==> src/rtl/fetch_unit.sv <==
// Instruction fetch stage: pulls 1/2-byte instructions from program memory
// and hands them to decode, steering the PC with step/load strobes.
module fetch_unit #(
  parameter logic [7:0] HALT_OP = 8'hFF,
  parameter int         ARG_BIT = 7
) (
  input  logic       clk,
  input  logic       rst,
  input  logic       run,
  input  logic [7:0] pc_in,
  output logic       pc_step,
  output logic       pc_load,
  output logic [7:0] pc_target,
  output logic       mem_req,
  output logic [7:0] mem_addr,
  input  logic       mem_ack,
  input  logic [7:0] mem_rdata,
  output logic       instr_valid,
  input  logic       instr_ready,
  output logic [7:0] instr_op,
  output logic [7:0] instr_arg,
  output logic [7:0] instr_pc,
  input  logic       redirect,
  input  logic [7:0] redirect_addr,
  output logic       halted
);

  typedef enum logic [2:0] {
    IDLE,
    REQ_OP,
    STEP_OP,
    REQ_ARG,
    STEP_ARG,
    ISSUE,
    LOAD,
    HALT
  } state_t;

  state_t state;
  state_t nxt;
  logic   take_ack;

  // Address is gated so it only tracks the PC while a request is live.
  assign mem_addr = mem_req ? pc_in : 8'h00;
  assign take_ack = mem_ack && !redirect;

  always_comb begin
    nxt = state;
    unique case (state)
      IDLE:     if (run) nxt = REQ_OP;
      REQ_OP:   if (mem_ack) nxt = STEP_OP;
      STEP_OP:  nxt = instr_op[ARG_BIT] ? REQ_ARG : ISSUE;
      REQ_ARG:  if (mem_ack) nxt = STEP_ARG;
      STEP_ARG: nxt = ISSUE;
      ISSUE: begin
        if (instr_ready) begin
          if (instr_op == HALT_OP) nxt = HALT;
          else if (run)            nxt = REQ_OP;
          else                     nxt = IDLE;
        end
      end
      LOAD:     nxt = run ? REQ_OP : IDLE;
      HALT:     nxt = HALT;
    endcase
    if (redirect && state != HALT && state != LOAD)
      nxt = LOAD;
  end

  always_ff @(posedge clk or negedge rst) begin
    if (!rst) begin
      state       <= IDLE;
      mem_req     <= 1'b0;
      pc_step     <= 1'b0;
      pc_load     <= 1'b0;
      pc_target   <= 8'h00;
      instr_valid <= 1'b0;
      instr_op    <= 8'h00;
      instr_arg   <= 8'h00;
      instr_pc    <= 8'h00;
      halted      <= 1'b0;
    end else begin
      state       <= nxt;
      mem_req     <= (nxt == REQ_OP) || (nxt == REQ_ARG);
      pc_step     <= (nxt == STEP_OP) || (nxt == STEP_ARG);
      pc_load     <= (nxt == LOAD);
      instr_valid <= (nxt == ISSUE);
      halted      <= (nxt == HALT);
      if (nxt == LOAD)
        pc_target <= redirect_addr;
      if (take_ack && state == REQ_OP) begin
        instr_op  <= mem_rdata;
        instr_pc  <= pc_in;
        instr_arg <= 8'h00;
      end
      if (take_ack && state == REQ_ARG)
        instr_arg <= mem_rdata;
    end
  end

endmodule
==> config.mk <==
export PLATFORM = sky130hd
export DESIGN_NAME = fetch_unit
export DESIGN_NICKNAME = d
export VERILOG_FILES = /design/src/rtl/fetch_unit.sv
export SDC_FILE = /design/constraint.sdc
export NUM_CORES = 1
export LEC_CHECK = 0
export ABC_AREA = 1
export CAP_MARGIN = 20
export CORE_MARGIN = 1.5
export CORE_UTILIZATION = 38
export CTS_CLUSTER_DIAMETER = 150
export DETAILED_ROUTE_END_ITERATION = 10
export GPL_TIMING_DRIVEN = 0
export PLACE_DENSITY = 0.76
export SLEW_MARGIN = 20
export SYNTH_ARGS = -nofsm -noshare
export SYNTH_HDL_FRONTEND = slang
export SYNTH_SLANG_ARGS = --single-unit
==> constraint.sdc <==
create_clock -name clk -period 1.4 [get_ports clk]
set_clock_uncertainty 0.1 [all_clocks]
set_input_delay 0.14 -clock clk [delete_from_list [all_inputs] [get_ports clk]]
set_output_delay 0.14 -clock clk [all_outputs]
set_load 0.03 [all_outputs]
==> impl_metrics.py <==
metrics = {
    "place": {
        "port_buffers": 74,
        "place_area_um2": 2574,
        "dp_hpwl_um": 3025,
        "place_congestion": 0.7265,
    },
    "global_routing": {
        "antenna_found_initial": 0,
        "grt_max_degree": 25,
        "grt_pass1_vias": 1630,
        "overflow": 0,
        "grt_use_total": 0.1946,
        "grt_pass1_wl_um": 7665,
    },
    "drt": {
        "routed_wirelength_um": 4918,
        "drt_iter0_markers": 28,
        "postRouteAntennaNets": 0,
        "wl_per_cell_um": 14.17,
        "vias": 1671,
        "drtPass1Iterations": 4,
        "viasPerCell": 4.816,
        "drc": 0,
    },
    "hold_path": {
        "hold_class": "input pin to async pin",
    },
    "floorplan": {
        "row_count": 24,
        "fp.dieArea_um2": 4985,
        "initial_utilization": 0.3961,
        "ios": 75,
        "die_x_um": 70.61,
        "die_h_um": 70.61,
        "core_area_um2": 4384,
    },
    "critical_path": {
        "cp.arrival_ps": 1570,
        "slowest_delay_ps": 460,
        "critPathKind": "register to register",
        "crit_chain": "inv_4 -> nand2_2 -> nor2_2 -> buf_4 -> nand3_2 -> nand3_2 -> nand2_1 -> nor2_1",
        "reg2reg_from": "state[1]",
        "critPathSlowestCell": "dfrtp_2",
        "path_common_cell": "nand3_2",
        "crit_required_ps": 1530,
        "cp-end-kind": "register",
        "rr_worst_depth": 8,
        "rr_endpoint": "halted",
        "regToRegSetupSlack_ps": -40,
        "startpoint_type": "register",
        "critPathMaxFanout": 4,
    },
    "finish": {
        "drive_gt1_frac": 0.2983,
        "layout_commonest_cell": "nand2_1",
        "final_cell_mix": "52 x nand2_1, 38 x dlygate4sd2_1, 37 x dfrtp_1",
        "antenna_cells": 0,
        "layout.nets": 324,
        "finalInstanceArea_um2": 2934,
        "area_growth_pct": 68.95,
    },
    "sta": {
        "fin_crit_sh": 1.027,
        "fmax_mhz": 695.6,
        "layout_setup_ws_ps": -37.66,
        "maxSlewViolCount": 0,
        "max-slew-margin-rel": 0.7162,
        "setup_viol": 7,
        "rsz0062_at_grt": "yes",
        "finalCriticalPeriod_ps": 1438,
        "worst_slew_pin_slew_ps": 425.6,
        "hold_viol": 0,
        "hold_ws_ps": 211.2,
    },
    "yosys": {
        "synth_nets": 221,
        "syn_area_per_cell_um2": 9.092,
        "syn-cell-area_um2": 1737,
        "synthDistinctLibCells": 22,
        "synthCells": 191,
        "ys_warn_count": 0,
        "yosysSeqAreaShare": 0.5764,
        "ys_ff_latch": 40,
    },
    "run_status": {
        "outcome": "complete, but fails checks",
        "violations": "setup timing",
    },
    "pwr": {
        "p_leak_uw": 0.001610,
        "p_total_uw": 6297,
        "p_per_area_nw_per_um2": 2146,
        "ir_worst_vdd_mv": 1.096,
    },
    "cts": {
        "clock_latency_ps": 290,
        "cts.sinks": 40,
        "clk_path_buf_depth": 2,
        "cts_tree": "yes",
        "cts-buffers-inserted": 5,
        "root_buffer": "clkbuf_8",
        "htreeDepth": 2,
        "clk_pin_slew_ps": 70,
    },
    "run": {
        "drv_cap": 0,
    },
}
flip-flops by register name (all words and copies together) (netlist names):
name         flops
halted           1
instr_arg        8
instr_op         8
instr_pc         8
instr_valid      1
mem_req          1
pc_load          1
pc_step          1
pc_target        8
state            3
worst max-delay path: cells and delay by family, from the launching register on:
| kind | cells | cell delay, ps |
|---|---|---|
| flops | 1 | 460 |
| buf+inv | 2 | 240 |
| simple gates | 6 | 560 |
stage by stage:
| stage | worst slack (ps) | TNS [ps] | utilization | std cells |
|---|---|---|---|---|
| after floorplan | 18.80 | 0 | - | 191 |
| after global placement | -864.9 | -45840 | 0.5819 | 317 |
| after detailed placement | -456.5 | -11630 | 0.5870 | 318 |
| after CTS | -5.093 | -9.778 | 0.6261 | 341 |
| after global routing | -112.4 | -467.6 | 0.6692 | 347 |
| final | -37.66 | -108.2 | 0.6692 | 347 |
power breakdown:
part | internal [uW] | switching (uW) | total (uW)
combinational | 1350 | 2140 | 3490
clock | 401 | 373 | 774
sequential | 1660 | 372 | 2030
area by class of cell:
class,count,area [um2]
Multi-Input combinational cell,120,739.5
Inverter,25,100.1
Tap cell,52,65.06
Timing Repair Buffer,96,873.3
Fill cell,374,1450
Buffer,6,61.31
Sequential cell,40,1005
Clock buffer,8,90.09
synth_stat cells:
master	number	area (um2)
nand4_1	1	6.260
dfrtp_1	40	1001
inv_1	23	86.33
nand4_2	2	25.02
o31ai_1	1	7.510
nand3_2	1	10.01
buf_2	1	5.000
o21ai_0	18	90.09
a21oi_1	1	5.000
buf_4	1	7.510
mux2_4	5	75.07
buf_6	1	11.26
inv_2	1	3.750
nor2_2	1	6.260
or2_2	1	6.260
mux2_2	3	33.78
nand3_1	14	70.07
clkbuf_1	3	11.26
nand2_1	61	229.0
nor3_1	1	5.000
clkinv_1	1	3.750
nor2_1	10	37.54
routing by layer:
metal	vias to the layer above	share of wire	global-route usage
li1	813	-	-
met1	780	0.41	0.2425
met2	66	0.51	0.3323
met3	12	0.056	0.04701
met4	0	0.022	0.06918
met5	-	0	0
repair_timing:
action	CTS	global route
setup buffers	13	6
hold endpoints to repair	16	0
gates resized for setup	93	56
pin swaps	3	9
endpoints found under the setup margin	79	45
hold buffers	1	0
gates cloned	1	0
kinds of logic (layout without fill, tap and decap cells):
kind of cell    Yosys count  after routing  synth area share
buf+inv                  31            135           0.07420
simple gates             92             92            0.2277
flops                    40             40            0.5764
mux                       8              8           0.06268
compound gates           20             20           0.05908
worst max path at each step:
stage,cells past startpoint,slack [ps],to,startpoint
global route,8,-110,halted,state[1]
floorplan,4,20,instr_pc[3],state[1]
CTS,4,-5,instr_pc[7],state[2]
detailed placement,7,-460,instr_arg[6],mem_ack
finish,8,-40,halted,state[1]
global placement,1,-860,pc_target[0],rst
Power figures use the tool's default switching activity.
